## src/rtl/vga_tmds_enc_pkg.sv

```systemverilog
// Shared constants and helpers for the VGA-to-TMDS encoder.
//   - TMDS control tokens for each C1C0 combination
//   - default 640x480@60 active-window timing
//   - RGB444 pixel layout and 4-to-8-bit colour expansion
package vga_tmds_enc_pkg;

    localparam logic [9:0] TOK_C00 = 10'h354;
    localparam logic [9:0] TOK_C01 = 10'h0AB;
    localparam logic [9:0] TOK_C10 = 10'h154;
    localparam logic [9:0] TOK_C11 = 10'h2AB;

    localparam int unsigned H_START_DEF = 144;
    localparam int unsigned H_ACT_DEF   = 640;
    localparam int unsigned V_START_DEF = 35;
    localparam int unsigned V_ACT_DEF   = 480;

    typedef struct packed {
        logic [3:0] r;
        logic [3:0] g;
        logic [3:0] b;
    } rgb444_t;

    // Replicating the nibble maps 0 -> 00 and F -> FF exactly.
    function automatic logic [7:0] expand4(input logic [3:0] nib);
        return {nib, nib};
    endfunction

    function automatic logic [9:0] ctrl_token(input logic [1:0] c);
        logic [9:0] tok;
        case (c)
            2'b00:   tok = TOK_C00;
            2'b01:   tok = TOK_C01;
            2'b10:   tok = TOK_C10;
            default: tok = TOK_C11;
        endcase
        return tok;
    endfunction

endpackage

```

## src/rtl/tmds_enc_ch.sv

```systemverilog
// One TMDS channel: transition-minimising stage (S1) followed by the
// DC-balancing stage (S2) which owns the running disparity.
// Ports:
//   i_clk    pixel clock
//   i_rst_n  synchronous active-low reset
//   i_data   8-bit colour value (from S0)
//   i_de     data enable (from S0)
//   i_ctrl   C1C0 control bits sent while i_de=0
//   o_sym    10-bit TMDS symbol, two clocks after the inputs
module tmds_enc_ch
    import vga_tmds_enc_pkg::*;
(
    input  logic       i_clk,
    input  logic       i_rst_n,
    input  logic [7:0] i_data,
    input  logic       i_de,
    input  logic [1:0] i_ctrl,
    output logic [9:0] o_sym
);

    // ---------------- S1: q_m ----------------
    logic [3:0] w_d_ones;
    logic       w_use_xnor;
    logic [8:0] w_qm;

    always_comb begin
        logic v_bit;
        w_d_ones   = 4'($countones(i_data));
        w_use_xnor = (w_d_ones > 4'd4) || ((w_d_ones == 4'd4) && !i_data[0]);
        w_qm       = '0;
        v_bit      = i_data[0];
        w_qm[0]    = v_bit;
        for (int i = 1; i < 8; i++) begin
            v_bit   = w_use_xnor ? ~(v_bit ^ i_data[i]) : (v_bit ^ i_data[i]);
            w_qm[i] = v_bit;
        end
        w_qm[8] = ~w_use_xnor;
    end

    logic [8:0] r_qm;
    logic       r_de;
    logic [1:0] r_ctrl;

    always_ff @(posedge i_clk) begin
        if (!i_rst_n) begin
            r_qm   <= '0;
            r_de   <= 1'b0;
            r_ctrl <= 2'b00;
        end else begin
            r_qm   <= w_qm;
            r_de   <= i_de;
            r_ctrl <= i_ctrl;
        end
    end

    // ---------------- S2: symbol + disparity ----------------
    logic signed [4:0] r_cnt;
    logic signed [4:0] w_cnt_d;
    logic        [9:0] r_sym;
    logic        [9:0] w_sym;
    logic        [3:0] w_n1;
    logic        [3:0] w_n0;
    logic signed [5:0] w_n1_s;
    logic signed [5:0] w_n0_s;
    logic signed [5:0] w_cnt_x;
    logic signed [5:0] w_cnt_nx;

    always_comb begin
        w_n1     = 4'($countones(r_qm[7:0]));
        w_n0     = 4'd8 - w_n1;
        w_n1_s   = signed'({2'b00, w_n1});
        w_n0_s   = signed'({2'b00, w_n0});
        w_cnt_x  = {r_cnt[4], r_cnt};
        w_sym    = ctrl_token(r_ctrl);
        w_cnt_nx = '0;
        if (!r_de) begin
            // Blanking: control token, disparity restarts from zero.
            w_cnt_nx = '0;
        end else if ((r_cnt == 5'sd0) || (w_n1 == w_n0)) begin
            w_sym    = {~r_qm[8], r_qm[8], r_qm[8] ? r_qm[7:0] : ~r_qm[7:0]};
            w_cnt_nx = r_qm[8] ? (w_cnt_x + w_n1_s - w_n0_s) : (w_cnt_x + w_n0_s - w_n1_s);
        end else if (((r_cnt > 5'sd0) && (w_n1 > w_n0)) || ((r_cnt < 5'sd0) && (w_n0 > w_n1))) begin
            w_sym    = {1'b1, r_qm[8], ~r_qm[7:0]};
            w_cnt_nx = w_cnt_x + (r_qm[8] ? 6'sd2 : 6'sd0) + w_n0_s - w_n1_s;
        end else begin
            w_sym    = {1'b0, r_qm[8], r_qm[7:0]};
            w_cnt_nx = w_cnt_x + w_n1_s - w_n0_s - (r_qm[8] ? 6'sd0 : 6'sd2);
        end
        w_cnt_d = w_cnt_nx[4:0];
    end

    always_ff @(posedge i_clk) begin
        if (!i_rst_n) begin
            r_sym <= TOK_C00;
            r_cnt <= '0;
        end else begin
            r_sym <= w_sym;
            r_cnt <= w_cnt_d;
        end
    end

    // A balanced encoder never drifts beyond +/-10.
    always_ff @(posedge i_clk) begin
        if (i_rst_n) begin
            assert ((w_cnt_nx >= -6'sd10) && (w_cnt_nx <= 6'sd10));
        end
    end

    assign o_sym = r_sym;

endmodule

```

## src/rtl/vga_tmds_enc.sv

```systemverilog
// VGA (RGB444 + raw syncs) to three-channel TMDS encoder.
// Regenerates DE from sync assert edges, then encodes each colour channel.
// Fixed 3-clock latency: S0 input register, S1 q_m, S2 symbol.
// Ports:
//   clk        pixel clock
//   reset_n    synchronous active-low reset
//   VGA_HSYNC  horizontal sync, raw level
//   VGA_VSYNC  vertical sync, raw level
//   VGA_D      pixel, [11:8]=R [7:4]=G [3:0]=B
//   tmds_ch0   blue symbol, carries {VSYNC,HSYNC} in blanking
//   tmds_ch1   green symbol
//   tmds_ch2   red symbol
//   de_out     regenerated DE aligned with the symbols
module vga_tmds_enc
    import vga_tmds_enc_pkg::*;
#(
    parameter int unsigned H_START  = H_START_DEF,
    parameter int unsigned H_ACT    = H_ACT_DEF,
    parameter int unsigned V_START  = V_START_DEF,
    parameter int unsigned V_ACT    = V_ACT_DEF,
    parameter bit          SYNC_POL = 1'b0
) (
    input  logic        clk,
    input  logic        reset_n,
    input  logic        VGA_HSYNC,
    input  logic        VGA_VSYNC,
    input  logic [11:0] VGA_D,
    output logic [9:0]  tmds_ch0,
    output logic [9:0]  tmds_ch1,
    output logic [9:0]  tmds_ch2,
    output logic        de_out
);

    localparam logic [10:0] H_LO      = 11'(H_START);
    localparam logic [10:0] H_HI      = 11'(H_START + H_ACT);
    localparam logic [9:0]  V_LO      = 10'(V_START);
    localparam logic [9:0]  V_HI      = 10'(V_START + V_ACT);
    localparam logic [10:0] HPOS_MAX  = 11'h7FF;
    localparam logic [9:0]  VLINE_MAX = 10'h3FF;

    // Sync history follows the pins even during reset, so an edge is only
    // ever a real transition seen on consecutive clocks.
    logic r_hs_prev;
    logic r_vs_prev;

    always_ff @(posedge clk) begin
        r_hs_prev <= VGA_HSYNC;
        r_vs_prev <= VGA_VSYNC;
    end

    logic w_hs_edge;
    logic w_vs_edge;

    assign w_hs_edge = (VGA_HSYNC == SYNC_POL) && (r_hs_prev != SYNC_POL);
    assign w_vs_edge = (VGA_VSYNC == SYNC_POL) && (r_vs_prev != SYNC_POL);

    logic [10:0] r_hpos;
    logic [10:0] w_hpos_d;
    logic [9:0]  r_vline;
    logic [9:0]  w_vline_d;
    logic        r_locked;
    logic        w_locked_d;
    logic        w_de;

    always_comb begin
        if (w_hs_edge) begin
            w_hpos_d = '0;
        end else if (r_hpos == HPOS_MAX) begin
            w_hpos_d = r_hpos;
        end else begin
            w_hpos_d = r_hpos + 11'd1;
        end

        w_vline_d = r_vline;
        if (w_vs_edge) begin
            w_vline_d = '0;
        end else if (w_hs_edge && (r_vline != VLINE_MAX)) begin
            w_vline_d = r_vline + 10'd1;
        end

        w_locked_d = r_locked | w_vs_edge;
        w_de = w_locked_d &&
               (w_hpos_d >= H_LO) && (w_hpos_d < H_HI) &&
               (w_vline_d >= V_LO) && (w_vline_d < V_HI);
    end

    // S0 plus DE delay line matching the two encoder stages.
    rgb444_t     r_pix;
    logic [1:0]  r_ctrl;
    logic        r_de;
    logic        r_de_p1;
    logic        r_de_p2;

    always_ff @(posedge clk) begin
        if (!reset_n) begin
            r_hpos   <= '0;
            r_vline  <= '0;
            r_locked <= 1'b0;
            r_pix    <= '0;
            r_ctrl   <= 2'b00;
            r_de     <= 1'b0;
            r_de_p1  <= 1'b0;
            r_de_p2  <= 1'b0;
        end else begin
            r_hpos   <= w_hpos_d;
            r_vline  <= w_vline_d;
            r_locked <= w_locked_d;
            r_pix    <= VGA_D;
            r_ctrl   <= {VGA_VSYNC, VGA_HSYNC};
            r_de     <= w_de;
            r_de_p1  <= r_de;
            r_de_p2  <= r_de_p1;
        end
    end

    tmds_enc_ch u_ch0 (
        .i_clk   (clk),
        .i_rst_n (reset_n),
        .i_data  (expand4(r_pix.b)),
        .i_de    (r_de),
        .i_ctrl  (r_ctrl),
        .o_sym   (tmds_ch0)
    );

    tmds_enc_ch u_ch1 (
        .i_clk   (clk),
        .i_rst_n (reset_n),
        .i_data  (expand4(r_pix.g)),
        .i_de    (r_de),
        .i_ctrl  (2'b00),
        .o_sym   (tmds_ch1)
    );

    tmds_enc_ch u_ch2 (
        .i_clk   (clk),
        .i_rst_n (reset_n),
        .i_data  (expand4(r_pix.r)),
        .i_de    (r_de),
        .i_ctrl  (2'b00),
        .o_sym   (tmds_ch2)
    );

    assign de_out = r_de_p2;

endmodule

```

## config.mk

```make
export PLATFORM = sky130hd
export DESIGN_NAME = vga_tmds_enc
export DESIGN_NICKNAME = d
export VERILOG_FILES = /design/src/rtl/vga_tmds_enc_pkg.sv /design/src/rtl/tmds_enc_ch.sv /design/src/rtl/vga_tmds_enc.sv
export SDC_FILE = /design/constraint.sdc
export NUM_CORES = 1
export LEC_CHECK = 0
export ABC_CLOCK_PERIOD_IN_PS = 9400
export CORE_MARGIN = 5
export CORE_UTILIZATION = 25
export CTS_CLUSTER_DIAMETER = 100
export DETAILED_ROUTE_END_ITERATION = 7
export GPL_TIMING_DRIVEN = 1
export PLACE_DENSITY = 0.43
export SETUP_SLACK_MARGIN = 0.5
export SKIP_LAST_GASP = 1
export SLEW_MARGIN = 10
export SYNTH_ARGS = -nofsm -noshare
export SYNTH_HDL_FRONTEND = slang
export SYNTH_HIERARCHICAL = 1
export SYNTH_SLANG_ARGS = --single-unit
```

## constraint.sdc

```tcl
create_clock -name clk -period 9.4 [get_ports clk]
set_input_delay 1.88 -clock clk [delete_from_list [all_inputs] [get_ports clk]]
set_output_delay 1.88 -clock clk [all_outputs]
set_load 0.03 [all_outputs]
```

Word-level counts from Yosys, hierarchy flattened
Index checks and enable logic that the tools add are counted.
{"block": "classes", "add_sub_neg": 62, "order_cmp": 19, "n_eq_ne": 10, "muxes": 51, "n_bitwise": 54, "reduce_logical": 33}
{"cell": "2-to-1 mux 10 bit", "n": 9}
{"cell": "adder 4 bit", "n": 15}
{"cell": "subtractor 5 bit", "n": 12}
{"cell": "adder 5 bit", "n": 9}
{"cell": "2-to-1 mux 5 bit", "n": 9}
{"cell": "adder 1 x 1 -> 2 bit", "n": 18}
{"cell": "case mux 10 bit (3 select lines)", "n": 1}
{"cell": "NOT 1 bit", "n": 29}
{"cell": "greater-than comparator 4 bit", "n": 6}
{"cell": "2-to-1 mux 8 bit", "n": 3}
{"cell": "NOT 8 bit", "n": 3}
{"cell": "2-to-1 mux 11 bit", "n": 2}
{"cell": "2-to-1 mux 1 bit", "n": 21}
{"cell": "bitwise XOR 1 bit", "n": 21}
{"cell": "logical AND 1 bit", "n": 16}
{"cell": "adder 5 x 3 -> 5 bit", "n": 3}
{"cell": "greater-than comparator 5 x 1 -> 1 bit, second input constant", "n": 3}
{"cell": "logical NOT 5 bit", "n": 3}
{"cell": "less-than comparator 5 x 1 -> 1 bit, second input constant", "n": 3}
{"cell": "== test 4 x 3 -> 1 bit, second input constant", "n": 3}
{"cell": "== test 4 bit", "n": 3}
{"cell": "greater-than comparator 4 x 3 -> 1 bit, second input constant", "n": 3}
{"cell": "2-to-1 mux 2 bit", "n": 6}
{"cell": "subtractor 4 bit, first input constant", "n": 3}
{"cell": "15 further kinds", "n": 25}
{"block": "totals", "reg_bits": 115, "input_bits": 16, "out_inout_bits": 31, "word_cells": 251}

Logic depth before layout (Yosys ltp)
Gate-level depths: netlist (run 1).
{"block": "depth", "depth_word": 25, "mapped_depth": 21}

Modules after synthesis
Netlist (run 1), hierarchy kept.
{"module": "tmds_enc_ch at u_ch2", "instances": 1, "cells_each": 265, "area_per_inst_um2": 2314.7, "seq_area_each_um2": 540.5}
{"module": "tmds_enc_ch at u_ch0", "instances": 1, "cells_each": 245, "area_per_inst_um2": 2283.4, "seq_area_each_um2": 540.5}
{"module": "tmds_enc_ch at u_ch1", "instances": 1, "cells_each": 243, "area_per_inst_um2": 2248.4, "seq_area_each_um2": 540.5}
{"module": "vga_tmds_enc", "instances": 1, "cells_each": 183, "area_per_inst_um2": 1710.4, "seq_area_each_um2": 820.8}

Worst setup path before layout (run 1)
OpenSTA, ideal clock, no wires.
{"block": "synth_path", "path_type": "reg2reg", "startpoint": "register u_ch2.r_qm[0]", "endpoint": "register u_ch2.r_cnt[4]", "setup_time_ps": 103, "arrival_time_ps": 5389, "t_required_ps": 9297, "path_slack_ps": 3907, "path_stages_with_launch": 22, "n_path_buf": 0, "period_less_slack_ps": 5493, "path_cell_list": "dfxtp_1 -> fa_1 -> inv_1 -> fa_1 -> fa_1 -> inv_1 -> ha_1 -> fa_1 -> inv_1 -> ha_1 -> inv_1 -> ha_1 -> xnor2_1 -> xnor2_1 -> ha_1 -> ha_1 -> a21o_1 -> a21oi_1 -> xnor2_1 -> xnor2_1 -> o21a_1 -> a2111oi_2"}
{"block": "synth_via", "elab_chain_cells": 9, "word_cells_on_any_way": 21, "cone_classes": "add/sub: 11; order compare: 2; eq/ne: 1; mux: 3; reduce/logical: 4"}
{"item": "from (decl)", "line": "tmds_enc_ch.sv:40", "rtl": "logic [8:0] r_qm;"}
{"item": "from (signal assigned)", "line": "tmds_enc_ch.sv:50", "rtl": "r_qm <= w_qm;"}
{"item": "adder 1 x 1 -> 2 bit (implied by the code) *", "line": "tmds_enc_ch.sv:69", "rtl": "w_n1 = 4'($countones(r_qm[7:0]));"}
{"item": "adder 4 bit (implied by the code) * (2 in series)", "line": "tmds_enc_ch.sv:69"}
{"item": "branches (longest 5 deep; another with adder 5 bit)"}
{"item": "2-to-1 mux 5 bit *", "line": "tmds_enc_ch.sv:79", "rtl": "end else if ((r_cnt == 5'sd0) || (w_n1 == w_n0)) begin"}
{"item": "to (signal assigned)", "line": "tmds_enc_ch.sv:98", "rtl": "r_cnt <= w_cnt_d;"}
{"item": "to (decl)", "line": "tmds_enc_ch.sv:57", "rtl": "logic signed [4:0] r_cnt;"}
Every way passes the cells marked *.
A chain may end at the register's enable or synchronous reset.

Worst setup path in the final report (run 1)
Same ends and word-level chain as after synthesis.

==> flow_results.org, run 1 <==
** Outcome
- Status :: finished clean

** Cells and area
- Design Area, Final :: 0.0101 mm^2
- The layout has 3575 filler cells.
- Leading cell type in the layout, fill and taps excluded :: sky130_fd_sc_hd__inv_1
- In the final layout, the multi-input gates occupy 0.00553 mm^2.
- Leading cell types in the layout, fill and taps excluded :: 125 x sky130_fd_sc_hd__inv_1, 122 x sky130_fd_sc_hd__dfxtp_1, 80 x sky130_fd_sc_hd__ha_1
- Compared with the post-synthesis result, the final layout area differs by 17.8%.
- The finished layout holds 1445 standard cells, fillers aside.
- Layout net count :: 1119
- Register cell area after layout :: 0.00244 mm^2
- Ratio of cells with drive above 1 in the final layout :: 6.42%
- The number of antenna diodes in the final layout is 0.

** Clock network
- The clock tree synthesis step divided the H-tree into 4 levels.
- The number of setup buffers added after CTS is 0.
- TritonCTS Buffers :: 17
- Number of buffers on the longest clock path :: 2
- TritonCTS built the clock tree.
- Clock-pin slew was measured on the worst setup and hold paths at 0.06 ns.
- The later pin in the worst-skew pair is clocked with a latency of 0.42 ns.
- Number of hold buffers added after CTS :: 0
- Buffer type at the clock tree root :: sky130_fd_sc_hd__clkbuf_16
- Resized cells post-CTS :: 0
- Clock net sink count :: 122

** Synthesis
- Synth Register Bits :: 122
- Summing the sequential cell areas from Yosys gives 28.5% of the chip area.
- Synthesis handed over a netlist of 936 instances.
- Yosys printed 6 warnings.
- Among all flip-flop cells after synthesis, the most frequent one is sky130_fd_sc_hd__dfxtp_1.
- Yosys attributes the largest share of cell area to sky130_fd_sc_hd__dfxtp_1 29%, sky130_fd_sc_hd__ha_1 12%, sky130_fd_sc_hd__fa_1 9.1%.
- Fraction of registers with async set/reset :: 0%
- The largest total area in the synthesized netlist belongs to sky130_fd_sc_hd__dfxtp_1.
- Synth Cell Area :: 0.00856 mm^2
- Fraction of post-synthesis cell area in the top cell type by area :: 28.5%
- Mean Syn Cell Area :: 9.14 um^2
- The synthesized design contains 0 enable-type register cells.
- Library cells used by synthesis :: 74

** Worst setup path
- The worst setup path is launched from a flop.
- Endpoint of the worst-slack reg-to-reg timing path :: u_ch2/r_cnt[4]
- For the worst setup path, the data required time is 9.71 ns.
- Number of cell instances on the worst register-to-register path :: 21
- The worst setup path is captured at a flop.
- For the worst setup path, the data arrival time is 6.15 ns.
- The critical path is of the reg2reg type.
- Along the worst path, the maximum fanout reaches 9.
- Flop-to-flop setup slack :: 3.56 ns
- The worst register-to-register path begins at u_ch2/r_qm[0].

** Floorplanning
- The die is 195 um tall.
- Pin placement for this block handled 47 I/O pins.
- Row generation in the floorplan step produced 67 rows.
- Initial Utilization :: 25.4%
- The floorplan step defined a core boundary enclosing 0.0337 mm^2.
- Horizontal die dimension :: 195 um
- Overall die area :: 0.0380 mm^2

** Global routing
- The first global-routing pass estimated 32.7 mm of wire.
- The number of global-route vias before repair is 6340.
- For this run, the total global-route usage over all layers was measured as 10.4%.
- Antenna violations before repair :: 0
- Summed over all layers, the global routing overflow is 0.
- Entering global routing, the biggest net connects 63 pins.

** Placement
- Once detailed placement completed, the half-perimeter wirelength came to 14.8 mm.
- Summing all placed instances gives a cell area of 0.00948 mm^2.
- Buffers placed on the I/O ports in this run total 46.
- Placer Congestion :: 0.785
- After detailed placement, the design holds a cell count of 1413.

** Worst hold path
- Cell count of the worst hold path :: 1
- The tightest min-delay check is of the reg2reg type.
- For hold timing, the worst endpoint is u_ch0/r_ctrl[1].
- The worst hold path begins at r_ctrl[1].

** Drt
- Number of DRC markers in iteration 0 :: 279
- After detailed routing, the number of remaining DRC violations is 0.
- The detailed router placed 6311 vias in this run.
- The detail route stage leaves a number of antenna-violating nets equal to 0.
- After detailed routing, the number of vias per cell comes to 4.37.
- For this block, the routed nets add up to 19.0 mm of wire.
- The pre-antenna-repair detailed-routing pass consisted of 7 iterations.
- After detailed routing, the average wire length per cell comes to 13.1 um.

** Timing
- Setup repair after global routing missed its margin :: false
- Peak Freq :: 171 MHz
- Headroom to the max-slew limit :: 43.4%
- At the pin with the least slew margin, the transition time is 0.844 ns.
- Between clock sinks in the finished design, the worst skew comes to 0.0112 ns.
- WHS :: 0.433 ns
- Subtracting the final worst setup slack from the clock period gives 5.84 ns.
- Fin. max-slew vios :: 0
- Setup_tns :: 0 ns
- Final setup viols :: 0
- Fin crit share :: 62.1%
- The hold violation count in the final report was 0.

** Job
- Maxcap violations :: 0
layer usage:
layer / GRT usage (%) / vias up / share of wire, %
li1: - / 3238 / -
met2: 16.6 / 104 / 45
met1: 14.0 / 2951 / 50
met5: 0 / - / 0
met4: 3.13 / 0 / 1.6
met3: 2.36 / 18 / 3.4
critical path, stage by stage (launching register included):
cell and delay, ns:
sky130_fd_sc_hd__dfxtp_1 0.34, sky130_fd_sc_hd__fa_1 0.53, sky130_fd_sc_hd__inv_1 0.05, sky130_fd_sc_hd__fa_1 0.47, sky130_fd_sc_hd__fa_1 0.49, sky130_fd_sc_hd__inv_1 0.04, sky130_fd_sc_hd__ha_1 0.19, sky130_fd_sc_hd__fa_1 0.68
sky130_fd_sc_hd__inv_1 0.11, sky130_fd_sc_hd__ha_1 0.25, sky130_fd_sc_hd__inv_1 0.07, sky130_fd_sc_hd__ha_1 0.23, sky130_fd_sc_hd__xnor2_1 0.16, sky130_fd_sc_hd__xnor2_1 0.42, sky130_fd_sc_hd__ha_1 0.33, sky130_fd_sc_hd__ha_1 0.29
sky130_fd_sc_hd__a21o_1 0.15, sky130_fd_sc_hd__a21oi_1 0.16, sky130_fd_sc_hd__xnor2_1 0.15, sky130_fd_sc_hd__xnor2_1 0.09, sky130_fd_sc_hd__o21a_1 0.19, sky130_fd_sc_hd__a2111oi_2 0.33
through the flow:
step | setup WS [ns] | utilization [%]
2_1_floorplan | 3.91 | -
3_3_place_gp | 3.62 | 28.1
3_5_place_dp | 3.56 | 28.1
4_1_cts | 3.53 | 29.9
5_1_grt | 3.17 | 29.9
6_report | 3.56 | 29.9
final cells by class:
class,count,share of cell area (%)
clock buffer,22,4.80
clock inverter,10,1.14
inverter,128,4.77
multi-input combinational,668,54.9
sequential,122,24.2
tap,448,5.56
timing repair buffer,47,4.59
registers in the layout (all words and copies together), names as in the netlist, 9 cells and up:
| name | flops |
|---|---|
| u_ch1/o_sym | 10 |
| r_pix | 12 |
| r_vline | 10 |
| u_ch2/o_sym | 10 |
| r_hpos | 11 |
| u_ch0/r_qm | 9 |
| u_ch2/r_qm | 9 |
| u_ch1/r_qm | 9 |
| u_ch0/o_sym | 10 |
worst max-delay path by stage:
stage | start | end | slack [ns] | cells past startpoint
5_1_grt | u_ch2/r_qm[0] | u_ch2/r_cnt[4] | 3.17 | 21
6_report | u_ch2/r_qm[0] | u_ch2/r_cnt[4] | 3.56 | 21
2_1_floorplan | u_ch2/r_qm[0] | u_ch2/r_cnt[4] | 3.91 | 21
4_1_cts | u_ch2/r_qm[0] | u_ch2/r_cnt[4] | 3.53 | 21
3_3_place_gp | u_ch2/r_qm[0] | u_ch2/r_cnt[4] | 3.62 | 21
3_5_place_dp | u_ch2/r_qm[0] | u_ch2/r_cnt[4] | 3.56 | 21
Yosys cell counts, types with 4 or more instances:
library cell               number
sky130_fd_sc_hd__a211o_1        4
sky130_fd_sc_hd__a21o_1        18
sky130_fd_sc_hd__a21oi_1       44
sky130_fd_sc_hd__a221o_1        5
sky130_fd_sc_hd__a31oi_1       11
sky130_fd_sc_hd__and2_1        38
sky130_fd_sc_hd__and3_1         6
sky130_fd_sc_hd__and4_1         6
sky130_fd_sc_hd__clkbuf_1      16
sky130_fd_sc_hd__dfxtp_1      122
sky130_fd_sc_hd__fa_1          39
sky130_fd_sc_hd__ha_1          80
sky130_fd_sc_hd__inv_1        125
sky130_fd_sc_hd__mux2i_1       14
sky130_fd_sc_hd__nand2_1       52
sky130_fd_sc_hd__nand2b_1       5
sky130_fd_sc_hd__nand3_1       11
sky130_fd_sc_hd__nand4_1       14
sky130_fd_sc_hd__nor2_1        65
sky130_fd_sc_hd__nor2b_1        8
sky130_fd_sc_hd__nor3_1        20
sky130_fd_sc_hd__o2111a_1       4
sky130_fd_sc_hd__o211ai_1      10
sky130_fd_sc_hd__o21a_1         6
sky130_fd_sc_hd__o21ai_0       23
sky130_fd_sc_hd__o21ai_1        4
sky130_fd_sc_hd__or3_1          4
sky130_fd_sc_hd__xnor2_1       72
sky130_fd_sc_hd__xnor3_1        4
sky130_fd_sc_hd__xor2_1        30
logic make-up (layout without fill, tap and decap cells):
logic type               count (synthesis)  in the layout  share of synthesized area, %
AO/OA/AOI/OAI                          161            161                          13.3
XOR/XNOR                               112            112                          12.8
adder cells (fa/ha/maj)                119            119                          20.8
buffers and inverters                  149            207                          6.92
flip-flops                             122            122                          28.5
multiplexers                            16             16                          1.90
other                                    1              4                        0.0438
AND/OR/NAND/NOR                        256            256                          15.7
Power of run 1 is left out: the tool's default activity adds up to more than one toggle a clock period on the data nets, which glitch-free logic cannot reach.
==> run 2, diff against run 1 <==
- ABC_CLOCK_PERIOD_IN_PS: 9400 -> 5590
- clock period: 9.4 -> 5.59 ns (I/O delays scaled with it)
==> run 2 against run 1 <==
Effect of this change: via count up 1.0%; flip-flop and latch count stayed put; clock skew rose by 0.0048 ns; count of clock-buffer cells in the layout unchanged; critical path type unchanged; highest routed layer unchanged.
==> flow_results.org, run 2 (synthesis gave the netlist of run 1 again) <==
** Timing
- The max-slew violation count was 0 (unchanged).
- The max-slew headroom at the worst pin came to 47.0% (was 43.4%).
- The hold violation count in the final report came to 0 (unchanged).
- Post-Route Skew :: 0.0160 ns (was 0.0112 ns)
- Fin crit share :: 91.8% (was 62.1%)
- Crit path time final :: 5.13 ns (was 5.84 ns)
- The total of endpoints with negative setup slack in the final report was 0 (unchanged).
- Setup repair after global routing missed its margin :: true (was false)
- Peak Freq :: 195 MHz (was 171 MHz)
- Slew at the pin closest to its max-slew limit :: 0.789 ns (was 0.844 ns)
- Setup_tns :: 0 ns (unchanged)

** Drt
- The post-route antenna net violation count was 0 (unchanged).
- DRT Wirelength :: 19.9 mm (was 19.0 mm)
- First-pass iteration count of the detailed router :: 4 (was 7)
- The detailed-routed wire length on met2 is 9.32 mm (was 8.61 mm).
- The number of vias in the routed layout was 6377 (was 6311).
- Average via count per standard cell :: 4.35 (was 4.37)
- Wire length on met1 :: 9.90 mm (was 9.41 mm)
- Top Layer Used :: met4 (unchanged)
- The met3 wire length came to 515 um (was 645 um).
- Final routed wire length divided by cell count :: 13.6 um (was 13.1 um)
- The initial detailed-routing violation count is 251 (was 279).
- Remaining DRCs :: 0 (unchanged)

** Floorplanning
- The core area is 0.0337 mm^2 (unchanged).
- The starting density of the core is 25.4% (unchanged).
- Row cnt :: 67 (unchanged)
- Horizontal die dimension :: 195 um (unchanged)
- The total I/O pin count came to 47 (unchanged).
- Height of the chip :: 195 um (unchanged)
- The area of the die came to 0.0380 mm^2 (unchanged).

** Worst setup path
- The arrival time of the worst setup path was 5.47 ns (was 6.15 ns).
- The endpoint of the most critical register-to-register path was u_ch0/r_cnt[4] (was u_ch2/r_cnt[4]).
- The worst setup path category is reg2reg (unchanged).
- Maximum fanout encountered on the critical timing path :: 6 (was 9)
- The startpoint type of the worst setup path is a flop (unchanged).
- Number of cell instances on the worst register-to-register path :: 17 (was 21)
- Data required, critical path :: 5.93 ns (was 9.71 ns)
- Flop-to-flop setup slack :: 0.46 ns (was 3.56 ns)
- Type of destination of the critical path :: flop (unchanged)
- Origin of the critical flop-to-flop path :: u_ch0/r_qm[0] (was u_ch2/r_qm[0])

** Clock network
- Worst-skew pair later-pin latency :: 0.42 ns (about the same)
- Clock net sink count :: 122 (unchanged)
- The clock-pin transition on the worst setup and hold timing paths is 0.06 ns (about the same).
- CTS H-Tree Depth :: 4 (unchanged)
- Number of buffers on the longest clock path :: 2 (unchanged)
- Clock tree from TritonCTS :: done (unchanged)
- Buffer type at the clock tree root :: sky130_fd_sc_hd__clkbuf_16 (unchanged)
- TritonCTS Buffers :: 17 (unchanged)

** Global routing
- The wire length of the first global-routing pass came to 33.7 mm (was 32.7 mm).
- Leftover overflow at the end of global routing :: 0 (unchanged)
- The maximum number of pins on one net before global-route repair is 40 (was 63).
- The initial antenna violation count is 0 (unchanged).
- The number of global-route vias before repair came to 6443 (was 6340).
- Tot GR Track Use :: 10.7% (was 10.4%)

** Placement
- The global placer's final weighted congestion came to 0.806 (was 0.785).
- Number of buffer cells added on primary ports :: 46 (unchanged)
- The post-detailed-placement half-perimeter wirelength is 15.4 mm (was 14.8 mm).

** Job
- The max capacitance violation total came to 0 (unchanged).

** Cells and area
- The relative area change from synthesis to final layout was 23.0% (was 17.8%).
- Leading cell types in the layout, fill and taps excluded :: 119 x sky130_fd_sc_hd__dfxtp_1, 118 x sky130_fd_sc_hd__inv_1, 66 x sky130_fd_sc_hd__ha_1 (was 125 x sky130_fd_sc_hd__inv_1, 122 x sky130_fd_sc_hd__dfxtp_1, 80 x sky130_fd_sc_hd__ha_1)
- The count of filler cells inserted in the layout came to 3522 (was 3575).
- Count of antenna diodes in the layout :: 0 (unchanged)
- The net count reported at finish was 1141 (was 1119).
- Top Registers: r_pix x12, r_hpos x11 (unchanged).
- The fraction of final layout cells sized beyond drive strength 1 is 12.5% (was 6.42%).
- The most common cell after layout, fill and taps aside is sky130_fd_sc_hd__dfxtp_1 (was sky130_fd_sc_hd__inv_1).
- The top register by number of flip-flops is r_pix (unchanged).
- The flip-flop count of the largest register after layout is 12 (unchanged).

** Worst hold path
- Destination of the worst hold path :: u_ch0/r_ctrl[0] (was u_ch0/r_ctrl[1])
- Cell count of the worst hold path :: 1 (unchanged)
- Hold WC Path Type :: reg2reg (unchanged)
- The worst hold path startpoint is r_ctrl[0] (was r_ctrl[1]).

** Outcome
- Status: finished clean (unchanged).
## run 2: per-stage QoR
step	hold slack [ns]	instance area [um^2]	utilization (%)	instances	setup slack, ns
final	0.438	10500	31.2	1465	0.460
after global routing	0.443	10500	31.2	1465	0.233
after CTS	0.439	10500	31.1	1463	0.475
after detailed placement	0.420	9700	28.8	1419	0.235
after global placement	0.417	9700	28.8	1419	0.311
after floorplan	0.412	8740	-	939	0.363
## run 2: worst max path at each step
stage             startpoint              to  slack (ns)  cells after the start
6_report       u_ch0/r_qm[0]  u_ch0/r_cnt[4]        0.46                     17
3_5_place_dp   u_ch0/r_qm[0]  u_ch0/r_cnt[4]        0.23                     21
4_1_cts        u_ch0/r_qm[0]  u_ch0/r_cnt[4]        0.48                     21
2_1_floorplan  u_ch2/r_qm[0]  u_ch2/r_cnt[4]        0.36                     21
3_3_place_gp   u_ch2/r_qm[0]  u_ch2/r_cnt[4]        0.31                     21
5_1_grt        u_ch0/r_qm[0]  u_ch0/r_cnt[4]        0.23                     21
## run 2: per-layer routing
layer	up-vias	global-route usage (%)
li1	3273	-
met1	3021	14.8
met2	66	17.4
met3	17	2.43
met4	0	2.12
met5	-	0
## run 2: layout make-up
type                    count  area [um^2]  area share, %
repair buffers             69          636           6.04
flip-flops and latches    122         2450           23.2
clock buffers              22          474           4.51
clock inverters             8         95.1          0.904
multi-input cells         668         5830           55.4
well taps                 448          561           5.33
inverters                 128          480           4.57
## run 2: worst max-delay path: stages (launching register included)
cell and delay, ns:
sky130_fd_sc_hd__dfxtp_2 0.33, sky130_fd_sc_hd__fa_1 0.53, sky130_fd_sc_hd__inv_1 0.05, sky130_fd_sc_hd__fa_1 0.45, sky130_fd_sc_hd__fa_1 0.49, sky130_fd_sc_hd__inv_1 0.05, sky130_fd_sc_hd__ha_2 0.18, sky130_fd_sc_hd__fa_2 0.47
sky130_fd_sc_hd__buf_6 0.15, sky130_fd_sc_hd__nor2_1 0.35, sky130_fd_sc_hd__nand2_1 0.21, sky130_fd_sc_hd__xor2_1 0.18, sky130_fd_sc_hd__ha_1 0.37, sky130_fd_sc_hd__a21o_1 0.20, sky130_fd_sc_hd__a31oi_1 0.19, sky130_fd_sc_hd__xnor3_1 0.38
sky130_fd_sc_hd__a221o_1 0.35, sky130_fd_sc_hd__a31oi_1 0.12
## run 2: what timing repair did
item,CTS,global route
hold buffers,0,0
resized for setup,15,11
pin swaps,22,10
hold endpoints to repair,0,0
setup buffers,14,2
endpoints found under the setup margin,6,7
Power of run 2 is left out for the same reason.
